<file path="config.mk">
export PLATFORM = sky130hd
export DESIGN_NAME = yuv_2xy_decimator_flat
export DESIGN_NICKNAME = d
export VERILOG_FILES = /design/src/rtl/yuv_2xy_decimator_if.sv /design/src/rtl/yuv_2xy_decimator.sv /design/src/flat_wrapper.sv
export SDC_FILE = /design/constraint.sdc
export NUM_CORES = 1
export LEC_CHECK = 0
export ABC_AREA = 1
export CORE_MARGIN = 4
export CORE_UTILIZATION = 40
export CTS_CLUSTER_DIAMETER = 200
export DETAILED_ROUTE_END_ITERATION = 8
export GPL_ROUTABILITY_DRIVEN = 0
export PLACE_DENSITY = 0.69
export SYNTH_ARGS = -nofsm -noshare
export SYNTH_HDL_FRONTEND = slang
export SYNTH_SLANG_ARGS = --single-unit
export TNS_END_PERCENT = 100
</file>
<file path="constraint.sdc">
create_clock -name clk_in -period 3.8 [get_ports clk_in]
set_clock_uncertainty 0.2 [all_clocks]
set_input_delay 0.57 -clock clk_in [delete_from_list [all_inputs] [get_ports clk_in]]
set_output_delay 0.57 -clock clk_in [all_outputs]
set_load 0.02 [all_outputs]
</file>
<file path="src/rtl/yuv_2xy_decimator_if.sv">
// rtl/yuv_2xy_decimator_if.sv - stream bundle for the 2x2 YUV decimator
//
// Groups the 4-ppc input stream (rdata/rvalid/rreadsy/ruser/rlast) and the
// 1-ppc output stream (tdata/tvalid/treadsy/tuser/tlast).
//   master : the side that sources input beats and sinks output pixels
//   slave  : the decimator itself
// Pixels are {Y,U,V} with Y in the most significant component; input pixel k
// occupies rdata[k*3*data_width +: 3*data_width], pixel 0 leftmost.

interface yuv_2xy_decimator_if #(
    parameter int data_width        = 8,
    parameter int in_pix_per_clock  = 4,
    parameter int out_pix_per_clock = 1
);
    logic [in_pix_per_clock*3*data_width-1:0]  rdata;
    logic                                      rvalid;
    logic                                      rreadsy;
    logic                                      ruser;
    logic                                      rlast;
    logic [out_pix_per_clock*3*data_width-1:0] tdata;
    logic                                      tvalid;
    logic                                      treadsy;
    logic                                      tuser;
    logic                                      tlast;

    modport master (
        output rdata, rvalid, ruser, rlast, treadsy,
        input  rreadsy, tdata, tvalid, tuser, tlast
    );

    modport slave (
        input  rdata, rvalid, ruser, rlast, treadsy,
        output rreadsy, tdata, tvalid, tuser, tlast
    );
endinterface

</file>
<file path="src/rtl/yuv_2xy_decimator.sv">
// rtl/yuv_2xy_decimator.sv - 2:1 horizontal x 2:1 vertical YUV 4:4:4 downscaler
//
// Takes 4 pixels/beat, averages horizontal pairs into two output pixels and
// emits them one per clock. Vertically, even lines are kept and odd lines
// dropped, unless YUV_DECIM_BOX_FILTER_EN is defined, in which case even lines
// are stored as pair sums and averaged with the following odd line (2x2 box).
//
// Ports:
//   clk_in  - clock
//   reset   - synchronous active-low reset
//   bus     - yuv_2xy_decimator_if.slave: rdata/rvalid/rreadsy/ruser/rlast in,
//             tdata/tvalid/treadsy/tuser/tlast out
//
// Optional build macro: YUV_DECIM_BOX_FILTER_EN (2x2 box average).

module yuv_2xy_decimator #(
    parameter int data_width        = 8,
    parameter int in_pix_per_clock  = 4,
    parameter int out_pix_per_clock = 1,
    parameter int max_line_beats    = 480
) (
    input  logic                 clk_in,
    input  logic                 reset,
    yuv_2xy_decimator_if.slave   bus
);
    localparam int PIX_W = 3 * data_width;
    localparam int IN_W  = in_pix_per_clock * PIX_W;
    localparam int OUT_W = out_pix_per_clock * PIX_W;
    localparam int CNT_W = (max_line_beats > 1) ? $clog2(max_line_beats) : 1;

    typedef enum logic [1:0] {
        S_EMPTY,
        S_PIX0,
        S_PIX1
    } state_t;

    state_t             state_q, state_d;
    logic [PIX_W-1:0]   o0_q, o1_q;
    logic               first_q;
    logic               last_q;
    logic               parity_q;
    logic [CNT_W-1:0]   cnt_q;
    logic               sof_pend_q;

    logic [IN_W-1:0]    beat;
    logic [PIX_W-1:0]   p0, p1, p2, p3;
    logic [PIX_W-1:0]   new_o0, new_o1;
    logic               parity_eff;
    logic [CNT_W-1:0]   cnt_eff;
    logic               kept;
    logic               take;
    logic               rreadsy_c;
    logic               accept;
    logic               load;
    logic [OUT_W-1:0]   tdata_c;

    assign beat = bus.rdata;
    assign p0   = beat[0*PIX_W +: PIX_W];
    assign p1   = beat[1*PIX_W +: PIX_W];
    assign p2   = beat[2*PIX_W +: PIX_W];
    assign p3   = beat[3*PIX_W +: PIX_W];

    // ruser resynchronises: the beat carrying it is treated as the first beat
    // of an even line regardless of where the line was.
    assign parity_eff = bus.ruser ? 1'b0 : parity_q;
    assign cnt_eff    = bus.ruser ? '0 : cnt_q;

`ifdef YUV_DECIM_BOX_FILTER_EN
    localparam int SUM_W = 3 * (data_width + 1);

    logic [2*SUM_W-1:0] line_buf [max_line_beats];
    logic [2*SUM_W-1:0] buf_rd;

    function automatic logic [SUM_W-1:0] h_sum(input logic [PIX_W-1:0] a,
                                               input logic [PIX_W-1:0] b);
        h_sum = '0;
        for (int c = 0; c < 3; c++) begin
            h_sum[c*(data_width+1) +: data_width+1] =
                {1'b0, a[c*data_width +: data_width]} +
                {1'b0, b[c*data_width +: data_width]};
        end
    endfunction

    function automatic logic [PIX_W-1:0] v_avg(input logic [SUM_W-1:0] e,
                                               input logic [SUM_W-1:0] o);
        logic [data_width+1:0] s;
        v_avg = '0;
        for (int c = 0; c < 3; c++) begin
            s = {1'b0, e[c*(data_width+1) +: data_width+1]} +
                {1'b0, o[c*(data_width+1) +: data_width+1]} +
                (data_width+2)'(2);
            v_avg[c*data_width +: data_width] = s[data_width+1:2];
        end
    endfunction

    // Odd lines carry output; even lines only fill the line buffer.
    assign kept   = parity_eff;
    assign buf_rd = line_buf[cnt_eff];
    assign new_o0 = v_avg(buf_rd[SUM_W-1:0],       h_sum(p0, p1));
    assign new_o1 = v_avg(buf_rd[2*SUM_W-1:SUM_W], h_sum(p2, p3));

    always_ff @(posedge clk_in) begin
        if (accept && !kept) begin
            line_buf[cnt_eff] <= {h_sum(p2, p3), h_sum(p0, p1)};
        end
    end
`else
    function automatic logic [PIX_W-1:0] h_avg(input logic [PIX_W-1:0] a,
                                               input logic [PIX_W-1:0] b);
        logic [data_width:0] s;
        h_avg = '0;
        for (int c = 0; c < 3; c++) begin
            s = {1'b0, a[c*data_width +: data_width]} +
                {1'b0, b[c*data_width +: data_width]} +
                (data_width+1)'(1);
            h_avg[c*data_width +: data_width] = s[data_width:1];
        end
    endfunction

    assign kept   = !parity_eff;
    assign new_o0 = h_avg(p0, p1);
    assign new_o1 = h_avg(p2, p3);
`endif

    // A kept beat can enter only when the output pair registers are free or
    // are being vacated this cycle; a dropped beat never needs them.
    assign take      = (state_q == S_EMPTY) || (state_q == S_PIX1 && bus.treadsy);
    assign rreadsy_c = kept ? take : 1'b1;
    assign accept    = bus.rvalid && rreadsy_c;
    assign load      = accept && kept;

    always_comb begin
        state_d = state_q;
        case (state_q)
            S_EMPTY: if (load)        state_d = S_PIX0;
            S_PIX0:  if (bus.treadsy) state_d = S_PIX1;
            S_PIX1:  if (bus.treadsy) state_d = load ? S_PIX0 : S_EMPTY;
            default:                  state_d = S_EMPTY;
        endcase
    end

    always_comb begin
        tdata_c = '0;
        case (state_q)
            S_PIX0:  tdata_c = OUT_W'(o0_q);
            S_PIX1:  tdata_c = OUT_W'(o1_q);
            default: tdata_c = '0;
        endcase
    end

    assign bus.rreadsy = rreadsy_c;
    assign bus.tvalid  = (state_q != S_EMPTY);
    assign bus.tdata   = tdata_c;
    assign bus.tuser   = (state_q == S_PIX0) && first_q;
    assign bus.tlast   = (state_q == S_PIX1) && last_q;

    always_ff @(posedge clk_in) begin
        if (!reset) begin
            state_q    <= S_EMPTY;
            o0_q       <= '0;
            o1_q       <= '0;
            first_q    <= 1'b0;
            last_q     <= 1'b0;
            parity_q   <= 1'b0;
            cnt_q      <= '0;
            sof_pend_q <= 1'b0;
        end else begin
            state_q <= state_d;
            if (load) begin
                o0_q    <= new_o0;
                o1_q    <= new_o1;
                first_q <= bus.ruser || sof_pend_q;
                last_q  <= bus.rlast;
            end
            if (accept) begin
                parity_q <= bus.rlast ? !parity_eff : parity_eff;
                if (bus.rlast || cnt_eff == CNT_W'(max_line_beats - 1)) begin
                    cnt_q <= '0;
                end else begin
                    cnt_q <= cnt_eff + CNT_W'(1);
                end
                // Start-of-frame seen on a beat that produced no output is
                // carried to the first kept beat.
                if (load) begin
                    sof_pend_q <= 1'b0;
                end else if (bus.ruser) begin
                    sof_pend_q <= 1'b1;
                end
            end
        end
    end
endmodule

</file>
<file path="src/flat_wrapper.sv">
// flat-port wrapper written by rule: the top's interface ports become plain ports
module yuv_2xy_decimator_flat 
#(
    parameter int data_width        = 8,
    parameter int in_pix_per_clock  = 4,
    parameter int out_pix_per_clock = 1,
    parameter int max_line_beats    = 480
)
  (clk_in, reset, bus_rdata, bus_rvalid, bus_ruser, bus_rlast, bus_treadsy, bus_rreadsy, bus_tdata, bus_tvalid, bus_tuser, bus_tlast);
  yuv_2xy_decimator_if #(.data_width(data_width), .in_pix_per_clock(in_pix_per_clock), .out_pix_per_clock(out_pix_per_clock)) bus_i ();
  input  logic clk_in;
  input  logic reset;
  input wire logic [$bits(bus_i.rdata)-1:0] bus_rdata;
  input wire logic [$bits(bus_i.rvalid)-1:0] bus_rvalid;
  input wire logic [$bits(bus_i.ruser)-1:0] bus_ruser;
  input wire logic [$bits(bus_i.rlast)-1:0] bus_rlast;
  input wire logic [$bits(bus_i.treadsy)-1:0] bus_treadsy;
  output wire logic [$bits(bus_i.rreadsy)-1:0] bus_rreadsy;
  output wire logic [$bits(bus_i.tdata)-1:0] bus_tdata;
  output wire logic [$bits(bus_i.tvalid)-1:0] bus_tvalid;
  output wire logic [$bits(bus_i.tuser)-1:0] bus_tuser;
  output wire logic [$bits(bus_i.tlast)-1:0] bus_tlast;
  assign bus_i.rdata = bus_rdata;
  assign bus_i.rvalid = bus_rvalid;
  assign bus_i.ruser = bus_ruser;
  assign bus_i.rlast = bus_rlast;
  assign bus_i.treadsy = bus_treadsy;
  assign bus_rreadsy = bus_i.rreadsy;
  assign bus_tdata = bus_i.tdata;
  assign bus_tvalid = bus_i.tvalid;
  assign bus_tuser = bus_i.tuser;
  assign bus_tlast = bus_i.tlast;
  yuv_2xy_decimator #(.data_width(data_width), .in_pix_per_clock(in_pix_per_clock), .out_pix_per_clock(out_pix_per_clock), .max_line_beats(max_line_beats)) u_core (.clk_in(clk_in), .reset(reset), .bus(bus_i));
endmodule
</file>
==> results.toml <==
[setup_path]
cp_top_family = "adder cells"
worst_ep_required_time_ns = 3.03
critPathKind = "flop to primary output"
rr_endpoint = "u_core.o1_q[7]"
crit_path_start_kind = "flop"
cp_max_fo = 28
cpMaxStageDelayCell = "ha_1"
reg2reg_depth = 8
endpoint_kind = "primary output"
r2r_setup_slack_ns = 0.84
path_cells = "inv_1 > ha_1 > nand2_1 > a21oi_1 > clkdlybuf4s50_1"
critPathBufInv = 2
r2r_start = "u_core.state_q[0]"
max_stage_delay_ns = 0.82
arrival_ns = 2.60

[yosys]
syn-num-nets = 884
synth_area_leaders = "dfxtp_1, nand2_1, ha_1"
synth.top_cell.area_share_pct = 23.3
yosys_warnings = 0
yosysUniqueCellTypes = 24
syn_area_per_cell_um2 = 6.35
synth_seq_cells = 54
syn_inst = 729
netlist_area_um2 = 4630
synth_seq_area_share_pct = 23.3
yosys.area.top_type = "dfxtp_1"

[hold_path]
hold_depth = 2
worstHoldEndpoint = "u_core.sof_pend_q"
holdCritPathClass = "flop to flop"
worstHoldStart = "u_core.sof_pend_q"

[floorplan]
initial_utilization_pct = 40.7
die_y_um = 116
ioPinCount = 130
dieArea_um2 = 13400
rows = 39
die_x_um = 116
core_area_um2 = 11400

[grt]
overflow = 0
grt_max_degree = 82
grt_usage_pct = 17.7
grt_pass1_wl_um = 19800
grt_antenna_before_repair = 0
grt_pass1_vias = 4464

[timing]
max_slew_margin_pct = 34.2
setup_viol = 0
setup_ws_ns = 0.431
finalSetupTns_ns = 0
slew_violations = 0
rsz0062_at_grt = "no"
hold_viol = 0
fin_crit_sh_pct = 88.6
tightest_slew_ns = 0.987
fin_crit_ns = 3.37
fmax_mhz = 297

[routing]
vias_per_cell = 4.84
drt-initial-drc-count = 304
wl_per_cell_um = 12.2
wl_um = 12000
dr.pass1.iters = 8
ant_nets = 0
via_count = 4785
drc = 0

[placed_design]
place_area_um2 = 5970
hpwl_um = 9520
io_buffer_count = 129
place_worst_setup_slack_ns = 0.737
place_inst = 980

[finish]
design_area_um2 = 6120
syn_to_final_growth_pct = 32.0
fin_cells = 988
antenna_cells = 0
drive_above_1_share_pct = 1.54
layout.nets = 999
fill_cells = 1141

[cts]
cts.htree.levels = 2
cts_buffer_depth = 2
clk_latency_ns = 0.28
ctsResizeCount = 0
cts_tree = "built"
clk_pin_slew_ns = 0.07
cts.root.buffer_cell = "clkbuf_16"
clock-sinks = 54
cts-hold-fix-buffers = 0
cts_setup_buffers = 0
cts_buffers = 5

[pwr]
leakage_uw = 0.00305
irDropWorstVdd_mv = 0.257
powerDensity_nw_per_um2 = 406

[status]
status = "finished, final reports clean"

[run]
drv_cap = 0
[worst max path at each step]
stage | from | to | slack, ns | cells past startpoint
2_1_floorplan | u_core.state_q[0] | bus_tdata[10] | 1.64 | 6
3_3_place_gp | u_core.state_q[0] | bus_tdata[0] | 0.74 | 5
3_5_place_dp | u_core.state_q[0] | bus_tdata[0] | 0.74 | 5
4_1_cts | u_core.state_q[0] | bus_tdata[0] | 0.42 | 5
5_1_grt | u_core.state_q[0] | bus_tdata[5] | 0.22 | 5
6_report | u_core.state_q[0] | bus_tdata[5] | 0.43 | 5
[cells by family after synthesis]
family	after synthesis	share of synthesized area [%]
xor+xnor	19	3.59
simple gates	329	29.1
fa+ha+maj	53	15.3
buf+inv	144	13.1
compound gates	130	15.6
flops	54	23.3
[layout make-up]
cell class / instances / area, um^2 / share of cell area [%]
multi-input combinational: 531 / 2940 / 48.1
timing repair buffer: 131 / 1310 / 21.4
sequential: 54 / 1080 / 17.7
inverter: 121 / 459 / 7.51
tap: 143 / 179 / 2.93
clock buffer: 7 / 143 / 2.33
clock inverter: 1 / 5.00 / 0.0818
[where the power goes]
| part | leakage, uW | total [uW] | internal [uW] | switching, uW |
|---|---|---|---|---|
| registers | 0.000446 | 840 | 738 | 102 |
| clock network | 0.0000739 | 453 | 262 | 191 |
| logic | 0.00253 | 1190 | 482 | 706 |
| total | 0.00305 | 2480 | 1480 | 1000 |
[placed cells by master (no fill, tap or decap), drive strengths merged]
cell type and count:
nand2 244, clkdlybuf4s50 129, inv 121, a21oi 72, dfxtp 54, nand3 49, ha 47, o21ai 30
o21a 27, nor2 22, xnor2 13, nand4 13, clkbuf 7, xor2 6, fa 6, buf 2
nor3 1, o21bai 1, clkinv 1
[state kept, by name, indices dropped and copies added, names as in the netlist]
| register | cells |
|---|---|
| u_core.o0_q | 24 |
| u_core.o1_q | 24 |
| u_core.state_q | 2 |
| u_core.first_q | 1 |
| u_core.last_q | 1 |
| u_core.parity_q | 1 |
| u_core.sof_pend_q | 1 |
[per-layer routing]
metal | wire [um] | vias up | track usage (%) | part of all wire, %
met5 | 0 | - | 0 | 0
met4 | 269 | 0 | 5.65 | 2.2
met3 | 685 | 24 | 2.14 | 5.7
met2 | 5470 | 142 | 29.4 | 45
met1 | 5610 | 2076 | 24.2 | 47
li1 | - | 2543 | - | -
[cells in the mapped netlist]
master	number
nand2_2	2
fa_1	6
dfxtp_1	54
nor3_1	1
nand3_4	1
inv_6	1
buf_1	2
a21oi_1	72
nand3_1	48
o21bai_1	1
o21ai_1	7
buf_2	5
nand2_1	242
o21a_1	27
ha_1	47
buf_6	6
xor2_1	6
nand4_1	13
nor2_1	22
clkbuf_1	7
xnor2_1	13
buf_4	3
inv_1	120
o21ai_0	23
[stage by stage]
| step | total power (uW) | utilization, % | hold slack [ns] |
|---|---|---|---|
| floorplan | 1690 | - | 0.233 |
| global placement | 2010 | 52.5 | 0.246 |
| detailed placement | 2030 | 52.5 | 0.247 |
| CTS | 2490 | 53.8 | 0.257 |
| global route | 2690 | 53.8 | 0.279 |
| finish | 2480 | 53.8 | 0.253 |
[tightest hold or removal path: cells and delay by family (launching register included)]
| family | cells | cell delay [ns] |
|---|---|---|
| flops | 1 | 0.31 |
| simple gates | 1 | 0.07 |
| buf+inv | 1 | 0.03 |
(Power assumes the default switching activity.)
